## config.mk

```make
export PLATFORM = sky130hd
export DESIGN_NAME = key_wave_ctrl_flat
export DESIGN_NICKNAME = d
export VERILOG_FILES = /design/src/rtl/dds_pkg.sv /design/src/rtl/key_wave_ctrl_if.sv /design/src/rtl/key_wave_ctrl_filter.sv /design/src/rtl/key_wave_ctrl.sv /design/src/flat_wrapper.sv
export SDC_FILE = /design/constraint.sdc
export NUM_CORES = 1
export LEC_CHECK = 0
export ABC_AREA = 1
export CAP_MARGIN = 15
export CELL_PAD_IN_SITES_DETAIL_PLACEMENT = 1
export CELL_PAD_IN_SITES_GLOBAL_PLACEMENT = 1
export CORE_MARGIN = 2
export CORE_UTILIZATION = 47
export DETAILED_ROUTE_END_ITERATION = 7
export GPL_TIMING_DRIVEN = 0
export PLACE_DENSITY = 0.85
export SLEW_MARGIN = 10
export SYNTH_ARGS = -nofsm -noshare
export SYNTH_HDL_FRONTEND = slang
export SYNTH_SLANG_ARGS = --single-unit
export TNS_END_PERCENT = 20
```

## constraint.sdc

```tcl
create_clock -name sys_clk -period 4 [get_ports sys_clk]
set_input_delay 1 -clock sys_clk [delete_from_list [all_inputs] [get_ports sys_clk]]
set_output_delay 1 -clock sys_clk [all_outputs]
set_load 0.05 [all_outputs]
```

## src/rtl/dds_pkg.sv

```systemverilog
// Shared wave-select codes and key-front-end constants for the DDS generator.
package dds_pkg;

    localparam int unsigned KEY_NUM       = 4;
    localparam int unsigned DEBOUNCE_20MS = 1_000_000;

    typedef logic [KEY_NUM-1:0] wave_t;

    localparam wave_t WAVE_NONE     = 4'b0000;
    localparam wave_t WAVE_SINE     = 4'b0001;
    localparam wave_t WAVE_SQUARE   = 4'b0010;
    localparam wave_t WAVE_TRIANGLE = 4'b0100;
    localparam wave_t WAVE_SAW      = 4'b1000;

    // Keeps only the lowest set bit so simultaneous presses resolve to one key.
    function automatic wave_t lowest_onehot(input wave_t v);
        wave_t r;
        r = '0;
        for (int i = KEY_NUM - 1; i >= 0; i--) begin
            if (v[i]) begin
                r    = '0;
                r[i] = 1'b1;
            end
        end
        return r;
    endfunction

endpackage

```

## src/rtl/key_wave_ctrl_if.sv

```systemverilog
// Key pins in, wave code out; sel_valid exists only when WAVE_SEL_PULSE_EN is defined.
interface key_wave_ctrl_if;
    import dds_pkg::*;

    wave_t key_in;
    wave_t wave_select;
`ifdef WAVE_SEL_PULSE_EN
    logic  sel_valid;

    modport slave  (input key_in, output wave_select, output sel_valid);
    modport master (output key_in, input wave_select, input sel_valid);
`else
    modport slave  (input key_in, output wave_select);
    modport master (output key_in, input wave_select);
`endif

endinterface

```

## src/rtl/key_wave_ctrl_filter.sv

```systemverilog
// One key: 2-FF synchroniser, restartable debounce counter, stable level and press pulse.
module key_filter #(
    parameter int unsigned CNT_MAX = 1_000_000
) (
    input  logic sys_clk,
    input  logic sys_rst,
    input  logic key_in,
    output logic key_press
);

    localparam int unsigned CW = $clog2(CNT_MAX);

    logic [1:0]    r_sync;
    logic          r_stable;
    logic [CW-1:0] r_cnt;
    logic          r_press;

    logic w_key_s;
    logic w_diff;
    logic w_done;

    assign w_key_s = r_sync[1];
    assign w_diff  = (w_key_s != r_stable);
    assign w_done  = w_diff && (r_cnt == CW'(CNT_MAX - 1));

    // Any return to the stable level restarts the window; the count never wraps.
    always_ff @(posedge sys_clk or posedge sys_rst) begin
        if (sys_rst) begin
            r_sync   <= 2'b11;
            r_stable <= 1'b1;
            r_cnt    <= '0;
            r_press  <= 1'b0;
        end else begin
            r_sync  <= {r_sync[0], key_in};
            r_press <= w_done && !w_key_s;
            if (w_done) begin
                r_stable <= w_key_s;
                r_cnt    <= '0;
            end else if (w_diff) begin
                r_cnt <= r_cnt + 1'b1;
            end else begin
                r_cnt <= '0;
            end
        end
    end

    assign key_press = r_press;

endmodule

```

## src/rtl/key_wave_ctrl.sv

```systemverilog
// Debounced keys to one-hot wave_select toggle register; WAVE_SEL_PULSE_EN adds a sel_valid strobe.
module key_wave_ctrl
    import dds_pkg::*;
#(
    parameter int unsigned CNT_MAX = DEBOUNCE_20MS
) (
    input  logic            sys_clk,
    input  logic            sys_rst,
    key_wave_ctrl_if.slave  bus
);

    wave_t w_press;
    wave_t w_pick;
    wave_t w_next;
    wave_t r_wave;

    for (genvar gi = 0; gi < KEY_NUM; gi++) begin : g_key
        key_filter #(.CNT_MAX(CNT_MAX)) u_filter (
            .sys_clk   (sys_clk),
            .sys_rst   (sys_rst),
            .key_in    (bus.key_in[gi]),
            .key_press (w_press[gi])
        );
    end

    // Lowest pressed key wins; pressing the active wave's key turns output off.
    always_comb begin
        w_pick = lowest_onehot(w_press);
        w_next = r_wave;
        if (w_pick != WAVE_NONE) begin
            w_next = (r_wave == w_pick) ? WAVE_NONE : w_pick;
        end
    end

`ifdef WAVE_SEL_PULSE_EN
    logic r_sel_valid;

    always_ff @(posedge sys_clk or posedge sys_rst) begin
        if (sys_rst) begin
            r_wave      <= WAVE_NONE;
            r_sel_valid <= 1'b0;
        end else begin
            r_wave      <= w_next;
            r_sel_valid <= (w_next != r_wave);
        end
    end

    assign bus.sel_valid = r_sel_valid;
`else
    always_ff @(posedge sys_clk or posedge sys_rst) begin
        if (sys_rst) begin
            r_wave <= WAVE_NONE;
        end else begin
            r_wave <= w_next;
        end
    end
`endif

    assign bus.wave_select = r_wave;

endmodule
```

## src/flat_wrapper.sv

```systemverilog
// flat-port wrapper written by rule: the top's interface ports become plain ports
module key_wave_ctrl_flat import dds_pkg::*;
#(
    parameter int unsigned CNT_MAX = DEBOUNCE_20MS
)
  (sys_clk, sys_rst, bus_key_in, bus_wave_select);
  key_wave_ctrl_if bus_i ();
  input  logic sys_clk;
  input  logic sys_rst;
  input wire logic [$bits(bus_i.key_in)-1:0] bus_key_in;
  output wire logic [$bits(bus_i.wave_select)-1:0] bus_wave_select;
  assign bus_i.key_in = bus_key_in;
  assign bus_wave_select = bus_i.wave_select;
  key_wave_ctrl #(.CNT_MAX(CNT_MAX)) u_core (.sys_clk(sys_clk), .sys_rst(sys_rst), .bus(bus_i));
endmodule
```

# Word level (Yosys, flattened, before mapping)
# Cells that the tools add are included.
op_classes:
  n_mux: 13
  n_addsub: 4
  n_reduce_logical: 13
  n_eq_ne: 9
ops:
  columns: ["operator", "n"]
  rows:
  - ["two-way mux 20 bit", 8]
  - ["adder 20 x 1 -> 20 bit (second input constant)", 4]
  - ["== test 20 bit (second input constant)", 4]
  - ["two-way mux 4 bit", 5]
  - ["logical AND 1 bit", 8]
  - ["== test 4 bit", 1]
  - ["zero test 1 bit", 4]
  - ["inequality test 1 bit", 4]
  - ["nonzero test 4 bit", 1]
word_totals:
  input_bits: 6
  ff_bits: 100
  out_inout_bits: 4
  elab_cells: 56

# Longest topological paths before layout
depth:
  depth_word: 6
  ltp_mapped: 9
  ltp_nobuf: 9

# Hierarchy
# A second synthesis with hierarchy kept.
unflattened:
  cells_unflattened: 753
  area_unflattened_um2: 5647.9
by_module_without_submodules:
  columns: ["mod", "seq_area_each_um2", "cells_each", "instances", "area_per_inst_um2"]
  rows:
  - ["key_filter", 604.3, 177, 4, 1340.0]
  - ["key_wave_ctrl", 100.1, 45, 1, 287.8]

# Worst setup path before layout
# Ideal clock, no wire load.
synth_path:
  path_kind: "register -> output"
  from: "register u_core.r_wave[1], in the netlist u_core.bus.wave_select[1]"
  to: "output bus_wave_select[1]"
  setup_slack_ps: 2371
  n_path_buf: 0
  t_required_ps: 3000
  stages_incl_launch_ff: 1
  t_arrival_ps: 629
  path_cell_list: "dfrtp_1"
synth_rtl:
  columns: ["item", "line", "source"]
  rows:
  - ["from (decl)", "key_wave_ctrl.sv:15", "wave_t r_wave;"]
  - ["from (signal assigned)", "key_wave_ctrl.sv:54", "r_wave <= w_next;"]
  - ["to (decl)", "flat_wrapper.sv:11", "output wire logic [$bits(bus_i.wave_select)-1:0] bus_wave_select;"]
# No word-level cell between the ends.

# Worst setup path in the final report
layout_path:
  from: "register u_core.r_wave[1], in the netlist u_core.bus.wave_select[1]"
  to: "output bus_wave_select[1]"
# No word-level cell between the ends.

==> impl_metrics.ini <==
[power]
p_int_mw = 1.49
p_leak_nw = 2.84
swShare = 0.235
p_sw_mw = 0.458
powerDensity_nw_per_um2 = 314
vdd_ir_drop_max_mv = 0.267
p_comb_frac = 0.039
p_total_mw = 1.95
pwr-share-clk = 0.428
seqPwrFrac = 0.533

[clocking]
ctsResizeCount = 0
cts-htree-levels = 3
cts.sinks = 100
insertion_delay_ns = 0.36
cts_setup_buffers = 0
cts_buffers = 9
cts_tree = yes
cts_buffer_depth = 2
ctsHoldBuffers = 0
root_buffer = clkbuf_16
clkTransAtPathRegs_ns = 0.07

[timing]
worstMarginPinSlew_ns = 0.725
fin_crit_sh = 0.656
relSlewSlack = 0.512
setup_viol = 0
hold_violations = 0
fmax_ghz = 0.381
skew_ns = 0.00648
rsz0062_at_grt = no
slew_violations = 0
period_minus_slack_ns = 2.62
timing.hold.ws_ns = 0.356

[global_routing]
grt_pass1_wl_um = 23800
grt_pass1_vias = 5179
grt_usage = 0.231
grt-ovfl-total = 0
grt_max_degree = 67
antenna_found_initial = 0

[die]
start_util = 0.487
rows = 39
die_area_um2 = 12900
die_h_um = 113
core_area_um2 = 11600
ioPinCount = 10
chipWidth_um = 113

[worst_setup_path]
start_kind = register
path_class = register to output pin
r2r_start = u_core.g_key[0].u_filter.r_cnt[0]$_DFF_PP0_
critPathLaunch = u_core.bus.wave_select[1]$_DFFE_PP0P_
path_depth = 1
cp_slowest_cell = clkdlybuf4s50_1
path_delay_family = buffers and inverters
path_buf_inv = 1
rr_worst_depth = 9
r2r_end = u_core.g_key[0].u_filter.r_cnt[1]$_DFF_PP0_
required_ns = 3.00
crit_fanout = 4
r2r_slack_ns = 2.36
worst_ep_arrival_time_ns = 1.62
cp_cell_sequence = clkdlybuf4s50_1
end_kind = output pin
cpPeakStageDelay_ns = 0.86
cp-endpoint = bus_wave_select[1]

[route]
vias = 4703
drc = 0
vias_per_cell = 5.09
dr.pass1.iters = 4
ant_nets = 0
drt-total-wl_um = 13400
drt_iter0_drc = 203
wl_per_cell_um = 14.5

[layout]
multiInputGateArea_um2 = 2750
fillCellCount = 1487
fin_util = 0.537
area_growth_pct = 10.3
final_cells = 924
drive_above_1_share = 0.108
layout_common_cells = 194 x nand2_1, 181 x nor2_1, 88 x dfrtp_1
seq_area_um2 = 2520
fin_area_um2 = 6210
final_common_cell = nand2_1
layout.nets = 786
diodes = 0

[logic_synthesis]
async_flop_share = 1.00
synth_cell_types = 30
syn_nets = 765
netlist_area_um2 = 5630
ys.flop_type = dfrtp_1
seq_area_frac_synth = 0.447
ys_warn_count = 0
synthCells = 755
synth_seq_cells = 100
synth-edff-count = 0
avgSynthCellArea_um2 = 7.45

[run]
cap_violations = 0

[min_path]
hp-class = register to register

[place]
place.gp.congestion = 0.855
port_buffers = 9
hpwl_um = 10200
placed_cells_incl_taps = 908
place_area_um2 = 5930

[run_status]
status = completed
## Yosys cell counts, types with 2 or more instances
library cell / count / share of area
nand2_1: 194 / 0.13
nor2_1: 181 / 0.12
dfrtp_1: 88 / 0.39
inv_1: 86 / 0.057
nand3_1: 51 / 0.045
xor2_1: 29 / 0.045
nor2_2: 15 / 0.017
nand4_1: 13 / 0.014
a21oi_1: 12 / 0.011
dfstp_2: 12 / 0.056
nor2_4: 12 / 0.024
xnor2_1: 11 / 0.017
nand2_2: 9 / 0.010
o21bai_1: 5 / 0.0067
ha_1: 4 / 0.0089
inv_2: 4 / 0.0027
a21oi_2: 3 / 0.0047
nand3_2: 3 / 0.0053
nand3b_1: 3 / 0.0040
nor3_1: 3 / 0.0027
nor3b_1: 3 / 0.0040
and2_1: 2 / 0.0022
buf_6: 2 / 0.0040
o21ai_0: 2 / 0.0018
or2_2: 2 / 0.0022
xnor2_2: 2 / 0.0058
## worst register-to-register path, delay by kind of cell, from the launching register on
kind / cells / cell delay [ns]
and+or+nand+nor: 5 / 0.59
DFF: 1 / 0.37
buffers and inverters: 2 / 0.23
adders and majority gates: 1 / 0.21
AOI/OAI and AO/OA: 1 / 0.13
## per-layer routing
| layer | GRT usage | vias to the layer above | wire (um) |
|---|---|---|---|
| met5 | 0 | - | 0 |
| met4 | 0.0610 | 0 | 204 |
| met3 | 0.0595 | 20 | 381 |
| met2 | 0.412 | 49 | 6960 |
| met1 | 0.278 | 2284 | 5890 |
| li1 | - | 2350 | - |
## how the worst min path moves through the flow
stage	endpoint	slack, ns	cells after the start	from
final	u_core.g_key[1].u_filter.r_sync[1]$_DFF_PP1_	0.36	0	u_core.g_key[1].u_filter.r_sync[0]$_DFF_PP1_
after global routing	u_core.g_key[1].u_filter.r_sync[1]$_DFF_PP1_	0.37	0	u_core.g_key[1].u_filter.r_sync[0]$_DFF_PP1_
after CTS	u_core.g_key[0].u_filter.r_sync[1]$_DFF_PP1_	0.36	0	u_core.g_key[0].u_filter.r_sync[0]$_DFF_PP1_
after detailed placement	u_core.g_key[0].u_filter.r_sync[1]$_DFF_PP1_	0.35	0	u_core.g_key[0].u_filter.r_sync[0]$_DFF_PP1_
after global placement	u_core.g_key[0].u_filter.r_sync[1]$_DFF_PP1_	0.35	0	u_core.g_key[0].u_filter.r_sync[0]$_DFF_PP1_
after floorplan	u_core.g_key[0].u_filter.r_sync[1]$_DFF_PP1_	0.35	0	u_core.g_key[0].u_filter.r_sync[0]$_DFF_PP1_
## area by class of cell
| type | instances | area share |
|---|---|---|
| inverters | 90 | 0.0548 |
| well taps | 143 | 0.0288 |
| repair buffers | 10 | 0.0190 |
| clock inverters | 5 | 0.00585 |
| clock buffers | 11 | 0.0391 |
| plain buffers | 3 | 0.00444 |
| multi-input cells | 562 | 0.442 |
| flip-flops and latches | 100 | 0.406 |
## power by group through the flow
| stage | registers, mW | clock network (mW) | logic, mW |
|---|---|---|---|
| after CTS | 1.04 | 0.854 | 0.0797 |
| after global placement | 1.06 | 0 | 0.0708 |
| after global routing | 1.04 | 0.894 | 0.0893 |
| after detailed placement | 1.06 | 0 | 0.0790 |
| final | 1.04 | 0.835 | 0.0766 |
| after floorplan | 1.05 | 0 | 0.0504 |
## metrics by stage
stage               TNS (ns)  setup slack [ns]
global placement     -103.94             -1.17
CTS                        0              1.35
finish                     0              1.38
floorplan                  0             0.401
detailed placement         0              1.76
global route               0              1.30
## logic make-up after synthesis
| logic type | Yosys count | share of synthesized area |
|---|---|---|
| XOR/XNOR | 42 | 0.0680 |
| flip-flops | 100 | 0.447 |
| AO/OA/AOI/OAI | 23 | 0.0267 |
| adder cells (fa/ha/maj) | 4 | 0.00889 |
| buffers and inverters | 93 | 0.0649 |
| AND/OR/NAND/NOR | 493 | 0.384 |
## sequential cells by signal, indices dropped and copies added, names as in the netlist
register / count
u_core.bus.wave_select: 4
u_core.g_key.u_filter.r_sync: 8
u_core.g_key.u_filter.key_press: 4
u_core.g_key.u_filter.r_stable: 4
u_core.g_key.u_filter.r_cnt: 80
Power figures use the tool's default switching activity.
